--- src/rtl/seq_divider.sv ---
// -----------------------------------------------------------------------------
// seq_divider
//   Sequential restoring divider: 2N-bit dividend / N-bit divisor gives a 2N-bit
//   quotient and an N-bit remainder, one quotient bit per clock, MSB first.
//   This is the inverse of the combinational array multiplier.
//
//   Optional feature macro: SEQ_DIVIDER_OVF_EN
//     When defined, adds output ovf: set when the quotient does not fit in
//     N bits, or on divide-by-zero.
//
// Ports:
//   clk        rising-edge clock
//   rst_n      asynchronous active-low reset
//   start      request, sampled only in IDLE
//   dividend   2N-bit numerator, sampled with start
//   divisor    N-bit denominator, sampled with start
//   busy       high whenever the unit is not IDLE
//   done       one-cycle completion pulse
//   quotient   2N-bit result, held until the next completion
//   remainder  N-bit result, held until the next completion
//   dbz        divide-by-zero flag for the last operation
//   ovf        (SEQ_DIVIDER_OVF_EN only) quotient overflow of N bits
// -----------------------------------------------------------------------------
module seq_divider #(
  parameter int N = 4
) (
  input  logic             clk,
  input  logic             rst_n,
  input  logic             start,
  input  logic [2*N-1:0]   dividend,
  input  logic [N-1:0]     divisor,
  output logic             busy,
  output logic             done,
  output logic [2*N-1:0]   quotient,
  output logic [N-1:0]     remainder,
`ifdef SEQ_DIVIDER_OVF_EN
  output logic             dbz,
  output logic             ovf
`else
  output logic             dbz
`endif
);

  localparam int CW = (2 * N > 1) ? $clog2(2 * N) : 1;
  localparam logic [CW-1:0] LAST_COUNT = CW'(2 * N - 1);

  typedef enum logic [1:0] {IDLE, RUN, DONE} state_t;

  state_t           state;
  // dvd shifts left each iteration: dividend bits leave at the top while
  // quotient bits enter at the bottom, so after 2N steps it holds the quotient.
  logic [2*N-1:0]   dvd;
  logic [N-1:0]     dvs;
  logic [N:0]       rem_acc;
  logic [CW-1:0]    count;

  logic [N:0]       r_shift;
  logic [N:0]       r_next;
  logic             q_bit;
  logic [2*N-1:0]   q_next;

  // NOTE: every always_comb output gets a default first so no path leaves a
  // signal unassigned, which would otherwise infer a latch.
  always_comb begin
    r_shift = {rem_acc[N-1:0], dvd[2*N-1]};
    r_next  = r_shift;
    q_bit   = 1'b0;
    if (r_shift >= {1'b0, dvs}) begin
      r_next = r_shift - {1'b0, dvs};
      q_bit  = 1'b1;
    end
    q_next = {dvd[2*N-2:0], q_bit};
  end

  // NOTE: sequential state uses non-blocking assignments only, so every
  // register samples pre-edge values regardless of statement order.
  always_ff @(posedge clk or negedge rst_n) begin
    if (!rst_n) begin
      // NOTE: the working registers are plain flops, not a memory array, so
      // clearing them on reset is cheap and keeps the unit fully deterministic.
      state     <= IDLE;
      dvd       <= '0;
      dvs       <= '0;
      rem_acc   <= '0;
      count     <= '0;
      busy      <= 1'b0;
      done      <= 1'b0;
      quotient  <= '0;
      remainder <= '0;
      dbz       <= 1'b0;
`ifdef SEQ_DIVIDER_OVF_EN
      ovf       <= 1'b0;
`endif
    end else begin
      case (state)
        IDLE: begin
          if (start) begin
            busy <= 1'b1;
            if (divisor == '0) begin
              // Divide-by-zero skips RUN and completes on the start edge.
              state     <= DONE;
              done      <= 1'b1;
              quotient  <= '1;
              remainder <= dividend[N-1:0];
              dbz       <= 1'b1;
`ifdef SEQ_DIVIDER_OVF_EN
              ovf       <= 1'b1;
`endif
            end else begin
              state   <= RUN;
              dvd     <= dividend;
              dvs     <= divisor;
              rem_acc <= '0;
              count   <= '0;
            end
          end
        end

        RUN: begin
          dvd     <= q_next;
          rem_acc <= r_next;
          count   <= count + 1'b1;
          if (count == LAST_COUNT) begin
            state     <= DONE;
            done      <= 1'b1;
            quotient  <= q_next;
            remainder <= r_next[N-1:0];
            dbz       <= 1'b0;
`ifdef SEQ_DIVIDER_OVF_EN
            ovf       <= |q_next[2*N-1:N];
`endif
          end
        end

        DONE: begin
          // start is deliberately not sampled here.
          state <= IDLE;
          busy  <= 1'b0;
          done  <= 1'b0;
        end

        default: begin
          state <= IDLE;
          busy  <= 1'b0;
          done  <= 1'b0;
        end
      endcase
    end
  end

endmodule

--- config.mk ---
export PLATFORM = sky130hd
export DESIGN_NAME = seq_divider
export DESIGN_NICKNAME = d
export VERILOG_FILES = /design/src/rtl/seq_divider.sv
export SDC_FILE = /design/constraint.sdc
export NUM_CORES = 1
export LEC_CHECK = 0
export CAP_MARGIN = 25
export CORE_MARGIN = 8
export CORE_UTILIZATION = 52
export CTS_BUF_LIST = sky130_fd_sc_hd__clkbuf_4
export DETAILED_ROUTE_END_ITERATION = 10
export HOLD_SLACK_MARGIN = 0.08
export MAX_ROUTING_LAYER = met4
export PLACE_DENSITY_LB_ADDON = 0.2
export SYNTH_ARGS = -nofsm -noshare
export SYNTH_HDL_FRONTEND = slang
export SYNTH_SLANG_ARGS = --single-unit
--- constraint.sdc ---
create_clock -name clk -period 2 [get_ports clk]
set_input_delay 0.4 -clock clk [delete_from_list [all_inputs] [get_ports clk]]
set_output_delay 0.4 -clock clk [all_outputs]
set_load 0.01 [all_outputs]
==> metrics.txt, run 1 <==
# TYPE chip_impl_metric gauge
chip_impl_info{name="critical-path-top-delay-family",value="compound AO/OA/AOI/OAI gates"} 1
chip_impl_metric{name="floorplan.initialDensity",unit="%"} 52.7
chip_impl_metric{name="clkLatencyLatePin",unit="ns"} 0.34
chip_impl_metric{name="floorplan.die_area",unit="sq um"} 5400
chip_impl_metric{name="post_synth_fa_ha_maj_area_fraction",unit="%"} 5.54
chip_impl_metric{name="synth_compound_gate_area_share",unit="%"} 14.6
chip_impl_metric{name="ctsHtreeMaxLevel",unit=""} 2
chip_impl_metric{name="hold_ws",unit="ns"} 0.461
chip_impl_metric{name="fraction_of_final_layout_cells_with_drive_strength_greater_than_1",unit="%"} 14.0
chip_impl_metric{name="die_height",unit="microns"} 73.5
chip_impl_metric{name="floorplan.rows",unit=""} 21
chip_impl_info{name="timing.rr.start",value="rem_acc[1]"} 1
chip_impl_metric{name="skew",unit="ns"} 0.0144
chip_impl_info{name="main_combinational_cell_family_by_area_after_synthesis",value="simple AND/OR/NAND/NOR gates"} 1
chip_impl_metric{name="clk_pin_slew_worst_paths",unit="ns"} 0.11
chip_impl_metric{name="ff2ff_setup_slack",unit="ns"} 0.03
chip_impl_metric{name="wl_per_cell",unit="microns"} 15.1
chip_impl_metric{name="nets",unit=""} 235
chip_impl_metric{name="pleak",unit="nW"} 0.991
chip_impl_metric{name="io_buffer_count",unit=""} 29
chip_impl_metric{name="post_drt_via_cell_ratio",unit=""} 5.43
chip_impl_metric{name="finalMaxSlewViolations",unit=""} 0
chip_impl_metric{name="finalWorstPathRequiredPeriod",unit="ns"} 1.97
chip_impl_metric{name="number_of_hold_repair_buffers_added_at_the_cts_stage",unit=""} 0
chip_impl_info{name="status",value="complete, no violations"} 1
chip_impl_metric{name="post_layout_nonfiller_instances",unit=""} 260
chip_impl_metric{name="synth-simple-area-share",unit="%"} 18.5
chip_impl_info{name="synth_area_leader_cell",value="sky130_fd_sc_hd__dfrtp_1"} 1
chip_impl_metric{name="dr_total_vias",unit=""} 1413
chip_impl_metric{name="total_power",unit="W"} 0.00393
chip_impl_metric{name="finalWirelength",unit="microns"} 3920
chip_impl_metric{name="min_period_over_period",unit="%"} 98.4
chip_impl_metric{name="setup-tns-final",unit="ns"} 0
chip_impl_metric{name="grt_util_all_layers",unit="%"} 16.1
chip_impl_metric{name="detailedPlacementHpwl",unit="microns"} 2810
chip_impl_metric{name="clock.fmax",unit="MHz"} 508
chip_impl_metric{name="postSynthNetCount",unit=""} 199
chip_impl_metric{name="area_growth_syn_to_layout",unit="%"} 25.4
chip_impl_metric{name="post_synth_mux_area_share",unit="%"} 3.20
chip_impl_metric{name="grt_start_max_net_pins",unit=""} 37
chip_impl_metric{name="clock_sink_count",unit=""} 36
chip_impl_info{name="critical_path.startpoint_type",value="register"} 1
chip_impl_metric{name="synthesis.instances",unit=""} 177
chip_impl_metric{name="dp.cells",unit=""} 251
chip_impl_metric{name="cts_buffers",unit=""} 5
chip_impl_metric{name="io-pin-count",unit=""} 30
chip_impl_metric{name="slew-limit-headroom",unit="%"} 56.0
chip_impl_info{name="setup.worst_path.class",value="reg -> reg"} 1
chip_impl_metric{name="postSynthRegisterBits",unit=""} 36
chip_impl_metric{name="gpl.final_weighted_congestion",unit=""} 0.976
chip_impl_metric{name="post-route-cell-area",unit="sq um"} 2150
chip_impl_metric{name="power_density",unit="nW/um^2"} 1820
chip_impl_metric{name="core_region_area",unit="sq um"} 3260
chip_impl_metric{name="synth_xor_area_share",unit="%"} 0.510
chip_impl_info{name="critical_path.endpoint_type",value="register"} 1
chip_impl_metric{name="dr.pass1.iters",unit=""} 4
chip_impl_metric{name="first_iter_violations",unit=""} 100
chip_impl_metric{name="report.final.setup_viol",unit=""} 0
chip_impl_metric{name="finalHoldViolCount",unit=""} 0
chip_impl_info{name="slowest_stage",value="sky130_fd_sc_hd__dfrtp_1"} 1
chip_impl_metric{name="worst_r2r_path_depth",unit=""} 6
chip_impl_metric{name="cp.required",unit="ns"} 2.22
chip_impl_metric{name="yosys_warning_total",unit=""} 0
chip_impl_metric{name="ys_types",unit=""} 36
chip_impl_metric{name="ant_nets",unit=""} 0
chip_impl_metric{name="irDropWorstVdd",unit="mV"} 0.789
chip_impl_metric{name="worstPathArrival",unit="ns"} 2.18
chip_impl_metric{name="max_fo_critical_path",unit=""} 5
chip_impl_metric{name="max_slew.worst_pin.slew",unit="ns"} 0.660
chip_impl_info{name="hp-class",value="in -> async"} 1
chip_impl_info{name="worstPathCellList",value="ha_1 -> o21a_1 -> o31a_1 -> or2_2 -> o211ai_1 -> a21oi_1"} 1
chip_impl_metric{name="global_route_wire_length_before_repair",unit="microns"} 6540
chip_impl_info{name="tritoncts",value="yes"} 1
chip_impl_metric{name="via_count_of_the_first_global_routing_pass",unit=""} 1433
chip_impl_metric{name="number_of_antenna_violations_at_the_first_check_in_global_routing",unit=""} 0
chip_impl_metric{name="post-route-drc-count",unit=""} 0
chip_impl_metric{name="cp.buffers_inverters",unit=""} 0
chip_impl_metric{name="antenna_cells",unit=""} 0
chip_impl_metric{name="placedInstanceArea",unit="sq um"} 2060
chip_impl_info{name="netlist_top_cells_area",value="sky130_fd_sc_hd__dfrtp_1, sky130_fd_sc_hd__nand2_1, sky130_fd_sc_hd__a31oi_1"} 1
chip_impl_metric{name="post_synth_instance_area",unit="sq um"} 1720
chip_impl_metric{name="synth_top_area_share",unit="%"} 52.4
chip_impl_info{name="grt_setup_unrepaired",value="true"} 1
chip_impl_metric{name="maxcap_violations",unit=""} 0
chip_impl_metric{name="slowest_delay",unit="ns"} 0.44
chip_impl_metric{name="ctsLongestPathBuffers",unit=""} 2
chip_impl_metric{name="seq_area_frac_synth",unit="%"} 52.4
chip_impl_metric{name="congestion_overflow_gr",unit=""} 0
chip_impl_info{name="clock-root-buffer",value="sky130_fd_sc_hd__clkbuf_4"} 1
chip_impl_info{name="worst_flop_to_flop_path_endpoint",value="remainder[0]"} 1
chip_impl_metric{name="mean_syn_cell_area",unit="sq um"} 9.71
chip_impl_metric{name="die_width",unit="microns"} 73.5
-- layer usage --
| metal | part of all wire [%] | track usage (%) | wire [microns] |
|---|---|---|---|
| met1 | 43 | 18.3 | 1670 |
| met2 | 49 | 26.0 | 1920 |
| met3 | 7.7 | 5.32 | 303 |
| met4 | 0.64 | 5.32 | 25 |
| met5 | 0 | - | 0 |
-- cell usage in the layout, fill, tap and decap left out, types with 3 or more instances in the layout --
cell type and n:
sky130_fd_sc_hd__a21oi_1 4, sky130_fd_sc_hd__a22o_1 3, sky130_fd_sc_hd__a31oi_1 12, sky130_fd_sc_hd__buf_4 7, sky130_fd_sc_hd__clkbuf_4 6, sky130_fd_sc_hd__clkdlybuf4s50_1 29
sky130_fd_sc_hd__dfrtp_1 36, sky130_fd_sc_hd__ha_1 5, sky130_fd_sc_hd__inv_1 9, sky130_fd_sc_hd__mux2_2 4, sky130_fd_sc_hd__nand2_1 37, sky130_fd_sc_hd__nor2_1 19
sky130_fd_sc_hd__o21ai_0 6, sky130_fd_sc_hd__o21ai_1 7
-- report_power, final --
part           switching, W  internal (W)
logic               0.00108      0.000975
clock network      0.000239      0.000276
registers          0.000257       0.00110
-- logic make-up after synthesis --
kind of cell             Yosys count
AND/OR/NAND/NOR                   71
AO/OA/AOI/OAI                     40
XOR/XNOR                           1
buffers and inverters             17
adder cells (fa/ha/maj)            7
flip-flops                        36
multiplexers                       5
-- state kept, by name (all words and copies together), names as in the netlist, 2 cells and up --
register and cells:
count 3, dvd 8, dvs 4, quotient 8
rem_acc 4, remainder 4, state 2
-- area by class of cell --
type,count,area (sq um)
clock buffers,6,45.0
repair buffers,36,343
inverters,10,37.5
fillers,309,1100
flip-flops and latches,36,901
clock inverters,2,35.0
multi-input cells,124,736
well taps,46,57.6
-- worst register-to-register path, delay by kind of cell (launching register included) --
kind / cells / cell delay (ns)
compound gates: 4 / 0.70
flops: 1 / 0.44
fa+ha+maj: 1 / 0.36
simple gates: 1 / 0.36
-- per-stage QoR --
step           setup WS [ns]  utilization [%]
6_report              0.0330             66.1
5_1_grt             -0.00706             66.1
4_1_cts               0.0544             65.8
3_5_place_dp          -0.202             63.2
3_3_place_gp         -0.0949             63.2
2_1_floorplan          0.148                -
-- timing repair --
item	4_1_cts	5_1_grt
pin swaps	0	1
resized for setup	1	1
setup endpoints to repair	1	5
buffers inserted	0	1
-- Yosys cell counts, drive strengths merged --
library cell / number
inv: 10
nand2: 37
o211ai: 1
buf: 7
nor2: 20
o31ai: 1
o21ai: 14
mux2i: 1
nand4: 2
or4: 2
a31oi: 13
o21a: 1
a22o: 3
fa: 1
o31a: 1
nor3: 2
or2: 3
xnor2: 1
nor2b: 2
a21oi: 6
ha: 6
dfrtp: 36
nor4: 1
and2: 1
nor4b: 1
mux2: 4
-- worst max-delay path by stage --
stage                     cells past startpoint        from            to
final                                         6  rem_acc[1]  remainder[0]
after global routing                          7      dvs[2]  remainder[2]
after CTS                                     7      dvs[1]  remainder[2]
after detailed placement                      7  divisor[1]  remainder[1]
after global placement                        7  divisor[1]  remainder[1]
after floorplan                               7      dvs[1]  remainder[0]
Power figures use the tool's default switching activity.
==> run 2: changes to the inputs <==
Settings changed: CORE_ASPECT_RATIO from default to 1.1.
==> run 2 against run 1 <==
Non-clock buffer count up 4. Sequential cell count unchanged. Sequential power about the same. Design area down 0.29%. Global-route usage down 0.53 points. Sequential share of layout area up 0.12 points. Core utilization about the same. Clock power down 27%. Register-to-register slack better by 0.05 ns.
==> metrics.txt, run 2 (synthesis gave the netlist of run 1 again) <==
# TYPE chip_impl_metric gauge
chip_impl_metric{name="max_fo_critical_path",unit=""} 5
chip_impl_metric{name="dr_total_vias",unit=""} 1404
chip_impl_info{name="worstPathCellList",value="inv_1 -> ha_1 -> nor2b_4 -> o31a_1 -> or4_1 -> a31oi_1"} 1
chip_impl_info{name="final_common_cell",value="sky130_fd_sc_hd__nand2_1"} 1
chip_impl_metric{name="worst_r2r_path_depth",unit=""} 6
chip_impl_metric{name="utilization",unit="%"} 66.1
chip_impl_info{name="routed.top_layer",value="met4"} 1
chip_impl_metric{name="clk_pin_slew_worst_paths",unit="ns"} 0.10
chip_impl_metric{name="finalWorstPathRequiredPeriod",unit="ns"} 1.92
chip_impl_metric{name="cts_buffers",unit=""} 5
chip_impl_info{name="clock-root-buffer",value="sky130_fd_sc_hd__clkbuf_4"} 1
chip_impl_metric{name="finalHoldViolCount",unit=""} 0
chip_impl_metric{name="number_of_antenna_violations_at_the_first_check_in_global_routing",unit=""} 0
chip_impl_metric{name="total_switching_power",unit="W"} 0.00151
chip_impl_metric{name="finalWirelength",unit="microns"} 3770
chip_impl_metric{name="detailedPlacementHpwl",unit="microns"} 2740
chip_impl_metric{name="final.fill_count",unit=""} 279
chip_impl_metric{name="finalMaxSlewViolations",unit=""} 0
chip_impl_metric{name="min_period_over_period",unit="%"} 95.8
chip_impl_metric{name="report.final.setup_viol",unit=""} 0
chip_impl_metric{name="global_route_wire_length_before_repair",unit="microns"} 6430
chip_impl_metric{name="setup-tns-final",unit="ns"} 0
chip_impl_metric{name="ctsHtreeMaxLevel",unit=""} 2
chip_impl_metric{name="post_drt_via_cell_ratio",unit=""} 5.55
chip_impl_metric{name="slowest_delay",unit="ns"} 0.53
chip_impl_info{name="critical_path.startpoint_type",value="register"} 1
chip_impl_metric{name="power.share.clock",unit="%"} 10.0
chip_impl_metric{name="floorplan.die_area",unit="sq um"} 5400
chip_impl_metric{name="dr.pass1.iters",unit=""} 4
chip_impl_metric{name="multi_input_area",unit="sq um"} 742
chip_impl_info{name="timing.rr.start",value="dvs[1]"} 1
chip_impl_info{name="largest_regs",value="dvd x8, quotient x8"} 1
chip_impl_info{name="setup.worst_path.class",value="reg -> reg"} 1
chip_impl_info{name="status",value="complete, no violations"} 1
chip_impl_metric{name="clock.fmax",unit="MHz"} 522
chip_impl_metric{name="fraction_of_final_layout_cells_with_drive_strength_greater_than_1",unit="%"} 15.2
chip_impl_metric{name="floorplan.rows",unit=""} 22
chip_impl_metric{name="clkLatencyLatePin",unit="ns"} 0.34
chip_impl_metric{name="irDropWorstVdd",unit="mV"} 0.719
chip_impl_metric{name="first_iter_violations",unit=""} 123
chip_impl_info{name="grt_setup_unrepaired",value="false"} 1
chip_impl_metric{name="power_density",unit="nW/um^2"} 1750
chip_impl_info{name="tritoncts",value="yes"} 1
chip_impl_metric{name="power_frac_seq",unit="%"} 35.9
chip_impl_metric{name="placement.setup.worst_slack",unit="ns"} -0.275
chip_impl_metric{name="max_slew.worst_pin.slew",unit="ns"} 0.668
chip_impl_info{name="critPathLaunch",value="dvs[1]"} 1
chip_impl_metric{name="die_width",unit="microns"} 70.8
chip_impl_metric{name="die_height",unit="microns"} 76.3
chip_impl_metric{name="ant_nets",unit=""} 0
chip_impl_metric{name="nets",unit=""} 239
chip_impl_metric{name="cts_setup_buffers",unit=""} 0
chip_impl_metric{name="fin_ws",unit="ns"} 0.0837
chip_impl_info{name="slowest_stage",value="sky130_fd_sc_hd__or4_1"} 1
chip_impl_metric{name="ff2ff_setup_slack",unit="ns"} 0.08
chip_impl_metric{name="grt_util_all_layers",unit="%"} 15.6
chip_impl_metric{name="worstPathArrival",unit="ns"} 2.18
chip_impl_metric{name="skew",unit="ns"} 0.00302
chip_impl_metric{name="wirelength_met1",unit="microns"} 1670
chip_impl_metric{name="post-route-drc-count",unit=""} 0
chip_impl_metric{name="wl_per_cell",unit="microns"} 14.9
chip_impl_metric{name="cp.required",unit="ns"} 2.27
chip_impl_metric{name="critical_path_depth",unit=""} 6
chip_impl_metric{name="maxcap_violations",unit=""} 0
chip_impl_metric{name="floorplan.initialDensity",unit="%"} 52.9
chip_impl_info{name="critical-path-top-delay-family",value="simple AND/OR/NAND/NOR gates"} 1
chip_impl_metric{name="core_region_area",unit="sq um"} 3250
chip_impl_info{name="critical_path.endpoint_type",value="register"} 1
chip_impl_metric{name="switching_share",unit="%"} 40.2
chip_impl_metric{name="cp.buffers_inverters",unit=""} 1
chip_impl_metric{name="detailroute.wirelength.met3",unit="microns"} 251
chip_impl_metric{name="io-pin-count",unit=""} 30
chip_impl_metric{name="ctsLongestPathBuffers",unit=""} 2
chip_impl_metric{name="total_power",unit="W"} 0.00375
chip_impl_info{name="worst_flop_to_flop_path_endpoint",value="remainder[3]"} 1
chip_impl_metric{name="area_growth_syn_to_layout",unit="%"} 25.1
chip_impl_metric{name="grt_start_max_net_pins",unit=""} 37
chip_impl_metric{name="slew-limit-headroom",unit="%"} 55.4
chip_impl_metric{name="via_count_of_the_first_global_routing_pass",unit=""} 1420
chip_impl_metric{name="cell_internal_pwr",unit="W"} 0.00225
chip_impl_metric{name="hold_ws",unit="ns"} 0.457
chip_impl_metric{name="pleak",unit="nW"} 0.998
chip_impl_metric{name="routed-wl-met2",unit="microns"} 1760
chip_impl_metric{name="io_buffer_count",unit=""} 29
chip_impl_metric{name="congestion_overflow_gr",unit=""} 0
chip_impl_metric{name="clock_sink_count",unit=""} 36
chip_impl_info{name="layout.cells.most_common_list",value="sky130_fd_sc_hd__nand2_1, sky130_fd_sc_hd__dfrtp_1, sky130_fd_sc_hd__clkdlybuf4s50_1"} 1
chip_impl_metric{name="gpl.final_weighted_congestion",unit=""} 0.796
chip_impl_metric{name="share_comb_of_total_power",unit="%"} 54.1
chip_impl_info{name="timing.critical_path.to",value="remainder[3]"} 1
chip_impl_info{name="hp-class",value="in -> async"} 1
chip_impl_metric{name="register_area",unit="sq um"} 901
chip_impl_metric{name="antenna_cells",unit=""} 0
==> run 2: timing repair <==
action                     in CTS  in global routing
setup endpoints to repair       1                  5
hold buffers                    0                  0
pin swaps                       0                  1
resized for setup               1                  2
==> run 2: metal layers <==
layer / global-route usage, % / up-vias
li1: - / 686
met3: 6.18 / 9
met2: 23.5 / 45
met5: - / -
met4: 8.13 / 0
met1: 17.3 / 664
==> run 2: worst min-delay path by stage <==
| stage | startpoint | end | depth (start not counted) |
|---|---|---|---|
| final | rst_n | quotient[2] | 2 |
| after floorplan | rst_n | busy | 0 |
| after CTS | rst_n | quotient[2] | 2 |
| after global placement | quotient[5] | quotient[5] | 2 |
| after global routing | quotient[6] | quotient[6] | 2 |
| after detailed placement | quotient[5] | quotient[5] | 2 |
==> run 2: area by class of cell <==
type	instances	area share (%)
sequential	36	41.9
tap	36	2.10
timing repair buffer	40	17.4
multi-input combinational	124	34.5
clock buffer	6	2.10
clock inverter	1	0.233
inverter	10	1.75
==> run 2: power by group through the flow <==
stage                     registers, W  logic, W  clock network, W
after global placement         0.00134   0.00195                 0
after CTS                      0.00135   0.00203          0.000393
after floorplan                0.00139   0.00127                 0
after detailed placement       0.00136   0.00199                 0
after global routing           0.00140   0.00227          0.000425
final                          0.00135   0.00203          0.000374
==> run 2: per-stage QoR <==
stage / instances / cell area [sq um]
after floorplan: 177 / 1720
after global placement: 246 / 2080
after detailed placement: 246 / 2080
after CTS: 253 / 2140
after global routing: 253 / 2150
final: 253 / 2150
==> run 2: worst reg2reg max path, cell delays in order (launching register included) <==
cell and delay (ns):
sky130_fd_sc_hd__dfrtp_1 0.36, sky130_fd_sc_hd__inv_1 0.05, sky130_fd_sc_hd__ha_1 0.30, sky130_fd_sc_hd__nor2b_4 0.13
sky130_fd_sc_hd__o31a_1 0.29, sky130_fd_sc_hd__or4_1 0.53, sky130_fd_sc_hd__a31oi_1 0.18
==> run 3: changes to the inputs <==
Settings changed: CTS_CLUSTER_DIAMETER from default to 40, SKIP_LAST_GASP from default to 1.
==> results of run 3 <==
No change in the layout: final DEF, timing and power equal those of run 2.
